`src/rtl/spike_event_fifo.sv`:
```
// Spike event capture: rising-edge detect on spike_in, timestamp + membrane tag,
// small circular FIFO with valid/ready drain and sticky overflow / drop counter.
module spike_event_fifo #(
  parameter int unsigned TS_WIDTH = 8,
  parameter int unsigned DEPTH    = 4
) (
  input  logic                      clk,
  input  logic                      rst_n,
  input  logic                      spike_in,
  input  logic [7:0]                v_in,
  input  logic                      ev_ready,
  input  logic                      clr_ovf,
  output logic                      ev_valid,
  output logic [TS_WIDTH-1:0]       ev_ts,
  output logic [7:0]                ev_v,
  output logic [$clog2(DEPTH):0]    level,
  output logic                      overflow,
  output logic [7:0]                drop_count
);

  localparam int unsigned AW = $clog2(DEPTH);
  localparam int unsigned PW = AW + 1;
  localparam int unsigned EW = TS_WIDTH + 8;

  logic [TS_WIDTH-1:0] r_ts;
  logic                r_spike_d;
  logic [PW-1:0]       r_wr_ptr;
  logic [PW-1:0]       r_rd_ptr;
  logic [EW-1:0]       r_mem [DEPTH];
  logic                r_overflow;
  logic [7:0]          r_drop_count;

  logic                w_event;
  logic                w_empty;
  logic                w_full;
  logic                w_pop;
  logic                w_push;
  logic                w_drop;
  logic [EW-1:0]       w_head;

  // Pointers carry an extra wrap bit so full and empty are distinguishable.
  assign w_event = spike_in & ~r_spike_d;
  assign w_empty = (r_wr_ptr == r_rd_ptr);
  assign w_full  = (r_wr_ptr[AW-1:0] == r_rd_ptr[AW-1:0]) &&
                   (r_wr_ptr[AW] != r_rd_ptr[AW]);
  assign w_pop   = ~w_empty & ev_ready;
  assign w_push  = w_event & (~w_full | w_pop);
  assign w_drop  = w_event & w_full & ~w_pop;

  always_ff @(posedge clk or negedge rst_n) begin
    if (!rst_n) begin
      r_ts      <= '0;
      r_spike_d <= 1'b0;
      r_wr_ptr  <= '0;
      r_rd_ptr  <= '0;
    end else begin
      r_ts      <= r_ts + TS_WIDTH'(1);
      r_spike_d <= spike_in;
      if (w_push) r_wr_ptr <= r_wr_ptr + PW'(1);
      if (w_pop)  r_rd_ptr <= r_rd_ptr + PW'(1);
    end
  end

  always_ff @(posedge clk) begin
    if (w_push) r_mem[r_wr_ptr[AW-1:0]] <= {r_ts, v_in};
  end

  // A drop in the same cycle as clr_ovf wins and restarts the count at 1.
  always_ff @(posedge clk or negedge rst_n) begin
    if (!rst_n) begin
      r_overflow   <= 1'b0;
      r_drop_count <= '0;
    end else if (w_drop) begin
      r_overflow <= 1'b1;
      if (clr_ovf)
        r_drop_count <= 8'd1;
      else if (r_drop_count != 8'hFF)
        r_drop_count <= r_drop_count + 8'd1;
    end else if (clr_ovf) begin
      r_overflow   <= 1'b0;
      r_drop_count <= '0;
    end
  end

  assign w_head     = r_mem[r_rd_ptr[AW-1:0]];
  assign ev_valid   = ~w_empty;
  assign ev_ts      = w_head[EW-1:8];
  assign ev_v       = w_head[7:0];
  assign level      = r_wr_ptr - r_rd_ptr;
  assign overflow   = r_overflow;
  assign drop_count = r_drop_count;

endmodule

```
`config.mk`:
```
export PLATFORM = sky130hd
export DESIGN_NAME = spike_event_fifo
export DESIGN_NICKNAME = d
export VERILOG_FILES = /design/src/rtl/spike_event_fifo.sv
export SDC_FILE = /design/constraint.sdc
export NUM_CORES = 1
export LEC_CHECK = 0
export CORE_MARGIN = 3
export CORE_UTILIZATION = 50
export CTS_BUF_LIST = sky130_fd_sc_hd__clkbuf_4 sky130_fd_sc_hd__clkbuf_8
export CTS_CLUSTER_SIZE = 12
export DETAILED_ROUTE_END_ITERATION = 12
export HOLD_SLACK_MARGIN = 0.03
export PLACE_DENSITY = 0.8
export SYNTH_ARGS = -nofsm -noshare
export SYNTH_HDL_FRONTEND = slang
export SYNTH_SLANG_ARGS = --single-unit
```
`constraint.sdc`:
```
create_clock -name clk -period 3.4 [get_ports clk]
set_input_delay 0.85 -clock clk [delete_from_list [all_inputs] [get_ports clk]]
set_output_delay 0.85 -clock clk [all_outputs]
set_load 0.05 [all_outputs]
```
== Word level (Yosys, flattened, before mapping) ==
Memory sizes are Yosys's and may differ from the RTL's.
Index checks and enable logic that the tools add are counted.

* $add $sub $neg: 5
* Equal/unequal tests: 4
* Mux-type cells: 8
* Bitwise operators: 10
* Reductions and logical operators: 4

{| class="wikitable"
|+ Operators by type and width
! operator !! count
|-
| 2-to-1 mux 8 bit || 4
|-
| adder 8 x 1 -> 8 bit, second input constant || 2
|-
| != test 8 bit, second input constant || 1
|-
| adder 3 x 1 -> 3 bit, second input constant || 2
|-
| AND 1 bit || 5
|-
| 2-to-1 mux 1 bit || 4
|-
| inverter 1 bit || 4
|-
| nonzero test 2 bit || 2
|-
| equality test 3 bit || 1
|-
| subtractor 3 bit || 1
|-
| equality test 2 bit || 1
|-
| AND reduction 2 bit || 1
|-
| logical AND 1 bit || 1
|-
| != test 1 bit || 1
|-
| bitwise OR 1 bit || 1
|}

* Flip-flop bits (word level): 24
* Memory bits (writable): 64
* Input bits: 13
* Output and inout port bits: 29
* Logic and storage cells: 38
* Memories kept: 1

{| class="wikitable"
|+ Memory list
! memory !! depth !! bits a word !! read ports !! clocked after Yosys merged registers in !! write ports !! line !! source
|-
| r_mem || 4 || 16 || 1 || 0 || 1 || 29 || <nowiki>logic [EW-1:0] r_mem [DEPTH];</nowiki>
|}

== Logic depth before layout (Yosys ltp) ==
* Word-level depth: 7
* Depth in mapped cells: 10
* Mapped depth without buffers: 6

== Least setup slack after synthesis ==
OpenSTA, ideal clock, no wires.

* Path kind: register to register
* Start point: register r_rd_ptr[1]
* End point: register r_drop_count[5] (netlist: drop_count[5])
* Library setup time: 125 ps
* Arrival time: 2663 ps
* Required time: 3275 ps
* Slack: 612 ps
* Stages on the path, launching flop included: 10
* Clock period less this slack: 2788 ps
* Path through: dfrtp_1 > clkbuf_1 > clkbuf_1 > inv_1 > ha_1 > nand2_1 > or4_1 > clkbuf_1 > nor4_1 > mux2_2

* Word-level cells in the longest chain between the ends: 7
* Elaborated cells on any way between the ends: 11

{| class="wikitable"
|+ RTL lines
! what !! line !! source
|-
| start, declared || 28 || <nowiki>logic [PW-1:0] r_rd_ptr;</nowiki>
|-
| start signal, assigned || 60 || <nowiki>if (w_pop) r_rd_ptr <= r_rd_ptr + PW'(1);</nowiki>
|-
| equality test 3 bit || 43 || <nowiki>assign w_empty = (r_wr_ptr == r_rd_ptr);</nowiki>
|-
| inverter 1 bit || 46 || <nowiki>assign w_pop = ~w_empty & ev_ready;</nowiki>
|-
| AND 1 bit || 46 ||
|-
| inverter 1 bit || 48 || <nowiki>assign w_drop = w_event & w_full & ~w_pop;</nowiki>
|-
| AND 1 bit * || 48 ||
|-
| nonzero test 2 bit (no line) || - ||
|-
| AND reduction 2 bit (no line) || - ||
|-
| end signal, assigned || 78 || <nowiki>r_drop_count <= r_drop_count + 8'd1;</nowiki>
|-
| end, declared || 31 || <nowiki>logic [7:0] r_drop_count;</nowiki>
|}

Every way passes the cells marked *; elsewhere a longest branch is shown, timed or not.
A chain may end at the register's enable or synchronous reset.

== Worst setup path in the final report ==
* Start point: register r_rd_ptr[0]
* End point: output port ev_v[7]

* Word-level cells in the longest chain between the ends: 1

{| class="wikitable"
|+ RTL lines
! what !! line !! source
|-
| memory (4 x 16 bit) || - ||
|-
| end, declared || 15 || <nowiki>output logic [7:0] ev_v,</nowiki>
|}

No other way between the ends.

==> flow_summary.toml <==
[sta]
fmaxAchievable_ghz = 0.340
skew_ns = 0.0103
slew_headroom = 0.426
final.setup.tns_ns = 0
setup_viol_count_final = 0
hold_slack_ns = 0.499
unrepaired_setup_endpoints_after_global_routing = "no"
hold_viol_final = 0
finalCriticalPeriod_ns = 2.94
slew_violations = 0
fin_crit_sh = 0.866
timing_worst_slew_pin_value_ns = 0.861

[detailed_routing]
drtPass1Iterations = 4
wirelength_mm = 5.74
viasPerCell = 5.39
antenna_violating_nets_remaining = 0
dr.first_iter.drc_count = 114
via_count = 1869
post-route-drc-count = 0
wl_per_cell_um = 16.5

[power]
power.sequential.fraction = 0.359
irDropWorstVdd_uv = 505
power_density_nw_per_um2 = 890
clkPwrFrac = 0.188
netSwitchingPower_mw = 1.50
power.combinational.fraction = 0.453
static-leakage-power_nw = 1.54
p_int_mw = 2.29
power_switching_share = 0.396

[critical_path]
worstPathCellList = "buf_4 -> mux4_2 -> buf_4"
critical-path-max-stage-delay_ns = 0.66
critical_path.reg2reg.startpoint = "r_rd_ptr[0]"
timing.setup.critical_path_class = "register to output pin"
worst_r2r_endpoint = "drop_count[5]"
critical_path.startpoint_type = "register"
worstSetupEndpoint = "ev_v[7]"
worst_r2r_path_depth = 5
worstPathMaxFanout = 11
critPathRequiredTime_ns = 2.55
worstSetupStartpoint = "r_rd_ptr[0]"
slowest_stage = "dfrtp_1"
worst_ep_arrival_time_ns = 2.09
r2r_setup_slack_ns = 0.77
worst_setup_path_end_kind = "output pin"
path_common_cell = "buf_4"

[logic_synthesis]
syn_nets = 223
synth_async_sr_flop_share = 0.273
synthDominantAreaCellType = "edfxtp_1"
ys_flop_type = "edfxtp_1"
yosys_warnings = 0
number_of_enable_flip_flop_cells_after_synthesis = 64
synth-seq-cells = 88
yosysTopAreaCellShare = 0.544
synth_cell_type_count = 30
synth_area_per_cell_sq_um = 17.6
synth_top_cells_by_area = "edfxtp_1 (54%), dfrtp_1 (17%), mux4_2 (10%)"
postSynthCellCount = 200
synth.yosys.seq_area_share = 0.715
synth.cell_area_sq_um = 3530

[place]
buffer_ports.inserted = 41
hpwlAfterDp_mm = 3.76
globalplace.congestion = 0.773

[clock_tree]
cts.hold.buffers_added = 0
cts.clk_slew.worst_paths_ns = 0.09
tritoncts_num_sinks = 88
cts_max_path_buffers = 2
postCtsSetupRepairBufs = 0
h_tree_levels = 3
cell_chosen_for_the_clock_root = "clkbuf_8"
worst_skew_pair.late_latency_ns = 0.35
ctsResizeCount = 0
cts_tree = "yes"
cts_buffers = 9

[floorplan]
core_region_area_sq_um = 6600
core.rowCount = 29
pin_count = 42
chipWidth_um = 90.0
die_height_um = 90.0
initial_core_util = 0.534
die_area_sq_um = 8100

[global_route]
grt_util_met3 = 0.0342
grt_use_met1 = 0.205
grt_pass1_wl_mm = 9.62
track_usage = 0.151
groute.layer.met2.usage = 0.236
grt.busiest_layer = "met2"
grt_pass1_vias = 1946
largest_net_degree_at_the_start_of_global_routing = 25
grt_overflow = 0
antenna_found_initial = 0

[job]
max-cap-violations = 0

[outcome]
run_status = "complete, no violations"

[final_layout]
area.growth.synth_to_final_pct = 20.5
fillers = 490
fin_nets = 272
final_layout_size_suffix_gt1_frac = 0.232
antenna_cells = 0

[worst_hold_path]
hold_class = "register to register"
-- state kept, by name (all words and copies together), names as in the netlist --
signal      flops
drop_count      8
overflow        1
r_mem          64
r_rd_ptr        3
r_spike_d       1
r_ts            8
r_wr_ptr        3
-- worst max-delay path: cells and delay by family, from the launching register on --
family                 cells  cell delay (ns)
buffers and inverters      2             0.55
flip-flops                 1             0.66
multiplexers               1             0.54
-- placed cells by master, fill, tap and decap left out, drive strengths merged, types with 2 or more instances in the layout --
cell	n
edfxtp	64
buf	25
dfrtp	24
clkdlybuf4s50	21
mux4	16
inv	12
xnor2	9
ha	9
clkbuf	9
nand3	7
nand2	7
a21oi	5
and2	4
or4	4
o21ai	4
xor2	3
nor2	3
o31ai	3
nor2b	3
nor4	3
clkinvlp	3
nand4	2
o41ai	2
mux2	2
-- layer usage --
metal,share of wire,vias to the layer above
met5,0,-
met4,0.020,0
met3,0.044,9
met2,0.48,60
met1,0.46,930
li1,-,870
-- per-stage QoR --
| stage | instance area, sq um | power [mW] | setup slack, ns | utilization | cells |
|---|---|---|---|---|---|
| final | 4250 | 3.78 | 0.455 | 0.644 | 347 |
| after global routing | 4250 | 3.96 | 0.300 | 0.644 | 347 |
| after CTS | 4250 | 3.83 | 0.378 | 0.644 | 347 |
| after detailed placement | 4050 | 3.12 | 0.423 | 0.613 | 331 |
| after global placement | 4050 | 3.09 | 0.485 | 0.613 | 331 |
| after floorplan | 3530 | 2.53 | 0.612 | - | 200 |
-- layout make-up --
class                           count  area [sq um]  area share
Clock buffer                        9           124      0.0291
Clock inverter                      7          78.8      0.0185
Inverter                           10          37.5     0.00883
Multi-Input combinational cell     94           937       0.220
Sequential cell                    88          2520       0.593
Tap cell                           93           116      0.0274
Timing Repair Buffer               46           435       0.102
-- power by group through the flow --
stage          Combinational (mW)  Sequential, mW  Clock [mW]
2_1_floorplan                1.17            1.36           0
3_3_place_gp                 1.71            1.38           0
3_5_place_dp                 1.73            1.39           0
4_1_cts                      1.74            1.36       0.728
5_1_grt                      1.81            1.38       0.774
6_report                     1.71            1.36       0.712
-- cells in the mapped netlist, drive strengths merged, types with 2 or more instances --
cell / instances
dfrtp: 24
mux4: 16
a21oi: 5
o21ai: 4
and2: 4
buf: 2
edfxtp: 64
o31ai: 3
mux2: 2
o41ai: 2
nand2: 7
inv: 10
or4: 4
nand3: 7
xnor2: 9
nor2b: 3
xor2: 3
nor4: 3
nor2: 3
clkbuf: 6
ha: 9
nand4: 2
-- kinds of logic after synthesis --
| family | Yosys count | share of synthesized area |
|---|---|---|
| xor+xnor | 12 | 0.0298 |
| mux | 18 | 0.108 |
| fa+ha+maj | 10 | 0.0376 |
| buf+inv | 18 | 0.0199 |
| simple gates | 37 | 0.0581 |
| compound gates | 17 | 0.0316 |
| flops | 88 | 0.715 |
-- worst min-delay path by stage --
stage | from | endpoint | slack [ns] | cells past startpoint
6_report | r_rd_ptr[2] | r_rd_ptr[2] | 0.50 | 1
5_1_grt | r_rd_ptr[2] | r_rd_ptr[2] | 0.52 | 1
4_1_cts | r_rd_ptr[2] | r_rd_ptr[2] | 0.50 | 1
3_5_place_dp | r_rd_ptr[2] | r_rd_ptr[2] | 0.49 | 1
3_3_place_gp | r_wr_ptr[2] | r_wr_ptr[2] | 0.48 | 1
2_1_floorplan | r_wr_ptr[2] | r_wr_ptr[2] | 0.46 | 1
No activity file was read; power rests on OpenSTA's default activity.
